===== config.mk =====
export PLATFORM = sky130hd
export DESIGN_NAME = pwm_gen
export DESIGN_NICKNAME = d
export VERILOG_FILES = /design/src/rtl/pwm_pkg.sv /design/src/rtl/pwm_prescaler.sv /design/src/rtl/pwm_gen.sv
export SDC_FILE = /design/constraint.sdc
export NUM_CORES = 1
export LEC_CHECK = 0
export ABC_AREA = 1
export BUFFER_PORTS_ARGS = -buffer_cell sky130_fd_sc_hd__buf_2
export CAP_MARGIN = 20
export CORE_ASPECT_RATIO = 0.7
export CORE_MARGIN = 2
export CORE_UTILIZATION = 55
export DETAILED_ROUTE_END_ITERATION = 10
export GPL_TIMING_DRIVEN = 0
export HOLD_SLACK_MARGIN = 0.12
export MAX_ROUTING_LAYER = met4
export PLACE_DENSITY = 0.76
export RECOVER_POWER = 100
export SYNTH_ARGS = -nofsm -noshare
export SYNTH_HDL_FRONTEND = slang
export SYNTH_HIERARCHICAL = 1
export SYNTH_SLANG_ARGS = --single-unit
export TNS_END_PERCENT = 5

===== constraint.sdc =====
create_clock -name clk -period 1.98 [get_ports clk]
set_input_delay 0 -clock clk [delete_from_list [all_inputs] [get_ports clk]]
set_output_delay 0 -clock clk [all_outputs]
set_load 0.005 [all_outputs]

===== src/rtl/pwm_pkg.sv =====
// Shared constants and the duty clamp used by the PWM output stage.
package pwm_pkg;

  localparam int PWM_STEPS = 100;
  localparam int DUTY_W    = 7;

  localparam logic [DUTY_W-1:0] DUTY_MAX  = DUTY_W'(100);
  localparam logic [DUTY_W-1:0] STEP_LAST = DUTY_W'(PWM_STEPS - 1);

  // Requests above 100 % saturate at 100 %.
  function automatic logic [DUTY_W-1:0] clamp_duty(input logic [DUTY_W-1:0] duty);
    return (duty > DUTY_MAX) ? DUTY_MAX : duty;
  endfunction

endpackage


===== src/rtl/pwm_prescaler.sv =====
// Divides clk into PWM steps: tick_o marks the last clk of each step.
module pwm_prescaler #(
  parameter int PRESCALE_DIV = 500
) (
  input  logic clk,
  input  logic rst_i,
  input  logic en_i,
  output logic tick_o,
  output logic presc_zero_o
);

  localparam int CNT_W = (PRESCALE_DIV > 1) ? $clog2(PRESCALE_DIV) : 1;
  localparam logic [CNT_W-1:0] CNT_LAST = CNT_W'(PRESCALE_DIV - 1);

  logic [CNT_W-1:0] presc_cnt;

  assign tick_o       = en_i && (presc_cnt == CNT_LAST);
  assign presc_zero_o = (presc_cnt == '0);

  // Prescaler counter: held at 0 while idle, wraps after PRESCALE_DIV clks.
  // NOTE: sequential state uses non-blocking (<=) so every flop samples pre-edge values.
  always_ff @(posedge clk or posedge rst_i) begin
    if (rst_i) begin
      presc_cnt <= '0;
    end else if (!en_i || tick_o) begin
      presc_cnt <= '0;
    end else begin
      presc_cnt <= presc_cnt + CNT_W'(1);
    end
  end

endmodule


===== src/rtl/pwm_gen.sv =====
// Fixed-frequency PWM stage with a shadowed percent duty, applied only at wraps.
module pwm_gen
  import pwm_pkg::*;
#(
  parameter int PRESCALE_DIV = 500
) (
  input  logic              clk,
  input  logic              rst_i,
  input  logic              en_i,
  input  logic [DUTY_W-1:0] duty_i,
  output logic              pwm_o,
  output logic              period_start_o,
  output logic [DUTY_W-1:0] duty_active_o
);

  logic              tick;
  logic              presc_zero;
  logic [DUTY_W-1:0] step_cnt;
  logic [DUTY_W-1:0] duty_active;
  logic [DUTY_W-1:0] dclamp;

  assign dclamp        = clamp_duty(duty_i);
  assign duty_active_o = duty_active;

  pwm_prescaler #(
    .PRESCALE_DIV (PRESCALE_DIV)
  ) u_prescaler (
    .clk          (clk),
    .rst_i        (rst_i),
    .en_i         (en_i),
    .tick_o       (tick),
    .presc_zero_o (presc_zero)
  );

  // Step counter and duty shadow: the shadow follows the request while idle
  // and otherwise reloads only when the step counter wraps.
  always_ff @(posedge clk or posedge rst_i) begin
    if (rst_i) begin
      step_cnt    <= '0;
      duty_active <= '0;
    end else if (!en_i) begin
      step_cnt    <= '0;
      duty_active <= dclamp;
    end else if (tick) begin
      if (step_cnt == STEP_LAST) begin
        step_cnt    <= '0;
        duty_active <= dclamp;
      end else begin
        step_cnt <= step_cnt + DUTY_W'(1);
      end
    end
  end

  // Registered outputs, one clk behind the counter state they decode.
  always_ff @(posedge clk or posedge rst_i) begin
    if (rst_i) begin
      pwm_o          <= 1'b0;
      period_start_o <= 1'b0;
    end else begin
      pwm_o          <= en_i && (step_cnt < duty_active);
      period_start_o <= en_i && (step_cnt == '0) && presc_zero;
    end
  end

endmodule


==> impl_summary.txt <==
----------------------------------------------------
[Detailed routing]
  # DRC ... 0
  Number of vias in the routed layout ... roughly 1.3k
  Post-DRT Antenna Nets ... 0
  Initial DRT Pass Iterations ... 4
  Routed wire length ... 3160 um
  WL/cell ... 11.8 um
  Violation count after the first detailed-route iteration ... 93
  Detail-routed via count per cell ... around 5

[Synthesis]
  Mapped cell area ... between 1500 and 2000 um2
  Net Count, Synth ... 221
  Sequential element share of the synthesized area ... 0.401
  Post-synthesis register bit count ... 25
  Synthesized area divided by synthesized cell count ... 7.76 um2
  Top area cells in the synthesized netlist ... sky130_fd_sc_hd__dfrtp_1 40%, sky130_fd_sc_hd__nand2_1 13%, sky130_fd_sc_hd__ha_1 8.0%, sky130_fd_sc_hd__inv_1 7.9%, sky130_fd_sc_hd__nand3_1 4.2%
  Post-synth top area share ... 0.401
  Netlist cell types ... 23
  Cell count after synthesis ... 201
  Cell taking the most area after synthesis ... sky130_fd_sc_hd__dfrtp_1
  Yosys warning total ... 6

[Floorplan]
  Standard-cell row count ... 16
  Width of the die ... 67.6 um
  Boundary Pins ... 19
  Core box area ... 2740 um2
  Die area ... 3280 um2
  Vertical die dimension ... 48.5 um
  Initial Utilization ... 0.568

[Finish]
  Fraction of layout cells with a size suffix above 1 ... 0.181
  Most common library cell in the layout ignoring fill and taps ... sky130_fd_sc_hd__nand2_1
  ANT cells ... 0
  Fill cell total of the finished layout ... approximately 240
  Summed area of non-filler cells in the final layout ... 1820 um2
  Filler-free cell count of the finished design ... 268
  Final core utilization ... 0.662
  Layout-stage area growth over the synthesis result ... 16.5%
  Commonest cells after routing, fill and taps aside ... 57 x sky130_fd_sc_hd__nand2_1, 33 x sky130_fd_sc_hd__inv_1, 25 x sky130_fd_sc_hd__dfrtp_1
  Final #Nets ... 253

[Timing]
  Smallest hold slack ... about 0.22 ns
  Final setup TNS ... 0 ns
  Final hold violations ... 0
  Largest clock skew in the final design ... 0.00324 ns
  Max Clk Rate ... roughly 570 MHz
  Final setup margin ... 0.222 ns
  Headroom to the max-slew limit ... 0.579
  Clock period minus worst slack ... 1.76 ns
  RSZ-0062 raised after global routing ... no
  Number of setup violations in the final report ... 0
  Pins over their slew limit ... 0
  Slew at the pin with the worst max-slew slack ... ~0.63 ns
  Final Cycle Share ... 0.888

[Run]
  Number of violations of the max-capacitance limit ... 0

[Worst setup path]
  Cell-by-cell trace of the critical path ... ha_1, nand2_1, nor2_1, nand2_2, nor2_4, inv_2, nand2_4, nand3_1, nor2_1, nor2_1, nor2_2
  CP Max Fanout ... 7
  Biggest cell delay along the critical path ... between 0.4 and 0.5 ns
  Critical Path Most Common Cell ... sky130_fd_sc_hd__nor2_1
  WP data required ... roughly 2.2 ns
  Slowest stage cell on the critical path ... sky130_fd_sc_hd__dfrtp_1
  Arr. time, crit path ... 1.97 ns
  CP Class ... register to register
  Capturing element type of the critical path ... register
  Crit path launch type ... register

[Power and ir drop]
  Share of total power consumed by net switching ... 0.267
  Worst supply voltage drop on vdd ... 0.445 mV
  Part of the power in the clock network ... 0.294
  P_leak ... around 0.97 nW
  Internal power ... 0.747 mW
  Post-layout power ... 1.02 mW
  Logic gate share of total power ... 0.155
  Power Density ... 561 nW/um2
  Fraction of power consumed by sequential logic ... 0.551
  Total net switching power ... 0.272 mW

[Clock tree]
  Clock Tree Root ... sky130_fd_sc_hd__clkbuf_8
  Clk slew on worst S/H paths ... roughly 0.090 ns
  TritonCTS clock tree ... yes
  Number of buffers inserted during clock tree synthesis ... 3
  Clock latency reported for the late side of the worst-skew pair ... 0.27 ns
  Clock sinks ... 25
  Maximum number of buffers from clock root to sink ... 2
  Number of H-tree levels ... 1

[Place]
  IO buf count ... 18
  Routability congestion estimate from global placement ... 0.921
  Cell count after placement ... 255
  HPWL reported at the end of detailed placement ... 2350 um
  Placed Area ... 1690 um2
  Placement-stage worst setup slack ... ~0.056 ns

[GRT]
  Overall track demand over capacity in global routing ... 0.236
  Pin count of the biggest net entering global routing ... 17
  Global route total overflow ... 0
  Vias in the first global route ... 1,239
  First-pass GRT wire length ... 5750 um
  Number of antenna violations at the first check in global routing ... 0

[Min path]
  Classification of the worst-slack hold path ... input pin to asynchronous set/reset pin

[Run status]
  Result of the run ... finished, final reports clean

----------------------------------------------------
## area by class of cell
type                    count  area [um2]  share of cell area
repair buffers             27         178              0.0979
plain buffers               1        11.3             0.00620
inverters                  36         135              0.0744
clock inverters             1        5.00             0.00276
well taps                  36        45.0              0.0248
flip-flops and latches     25         626               0.345
clock buffers               3        41.3              0.0227
multi-input cells         139         774               0.427
## routing by layer
metal / part of all wire / wire length [um] / global-route usage / vias to the layer above
li1: - / - / - / 691
met5: 0 / 0 / - / -
met1: 0.53 / 1670 / 0.370 / 586
met3: 0.041 / 129 / 0.0419 / 2
met2: 0.43 / 1350 / 0.328 / 27
met4: 0.0035 / 11 / 0.0306 / 0
## path summary, 6_finish.rpt
check,startpoint,slack (ns),cells after the start,end
setup / recovery,u_prescaler/presc_cnt[1],0.22,11,step_cnt[5]
hold / removal,rst_i,0.22,3,u_prescaler/presc_cnt[1]
setup reg to reg,u_prescaler/presc_cnt[1],0.22,11,step_cnt[5]
hold reg to reg,u_prescaler/presc_cnt[0],0.49,1,u_prescaler/presc_cnt[0]
max in group asynchronous,rst_i,1.23,3,step_cnt[0]
min in group clk,u_prescaler/presc_cnt[0],0.49,1,u_prescaler/presc_cnt[0]
## cell families (layout without fill, tap and decap cells)
| group | count (synthesis) | in the layout | share of synthesized area |
|---|---|---|---|
| fa+ha+maj | 10 | 10 | 0.0803 |
| buf+inv | 37 | 68 | 0.0939 |
| flops | 25 | 25 | 0.401 |
| simple gates | 113 | 113 | 0.352 |
| xor+xnor | 4 | 4 | 0.0225 |
| compound gates | 12 | 12 | 0.0498 |
## synthesized netlist by cell type
cell,instances
sky130_fd_sc_hd__nand3_2,1
sky130_fd_sc_hd__nand3_4,1
sky130_fd_sc_hd__dfrtp_1,25
sky130_fd_sc_hd__nand2_1,55
sky130_fd_sc_hd__nor2_1,17
sky130_fd_sc_hd__inv_1,33
sky130_fd_sc_hd__nor2_2,7
sky130_fd_sc_hd__nand4_1,8
sky130_fd_sc_hd__ha_1,10
sky130_fd_sc_hd__nand3_1,13
sky130_fd_sc_hd__nand2_4,3
sky130_fd_sc_hd__buf_6,1
sky130_fd_sc_hd__xnor2_1,1
sky130_fd_sc_hd__nor4_1,1
sky130_fd_sc_hd__o21ai_0,5
sky130_fd_sc_hd__nor2_4,2
sky130_fd_sc_hd__a21oi_1,5
sky130_fd_sc_hd__a21oi_2,1
sky130_fd_sc_hd__xor2_1,3
sky130_fd_sc_hd__nor3_1,1
sky130_fd_sc_hd__nand2_2,4
sky130_fd_sc_hd__inv_2,3
sky130_fd_sc_hd__o21bai_4,1
## critical path: cells and delay by family, from the launching register on
family        cells  cell delay (ns)
simple gates      9             0.96
flops             1             0.41
fa+ha+maj         1             0.25
buf+inv           1             0.08
## power groups by stage
stage	combinational, mW	clock (mW)	sequential, mW
after floorplan	0.0904	0	0.569
after global placement	0.145	0	0.570
after detailed placement	0.147	0	0.570
after CTS	0.162	0.311	0.561
after global routing	0.185	0.331	0.564
final	0.158	0.300	0.561
## timing repair
| action | in CTS | in global routing |
|---|---|---|
| setup buffers | 0 | 0 |
| hold buffers | 9 | 0 |
| endpoints found under the setup margin | 0 | 10 |
| resized for setup | 0 | 2 |
| endpoints found under the hold margin | 33 | 0 |
## registers in the layout, summed over array words and instances, names as in the netlist
register               cells
u_prescaler/presc_cnt      9
pwm_o                      1
step_cnt                   7
duty_active_o              7
period_start_o             1
Note: power is estimated with default switching activity, not from simulation.
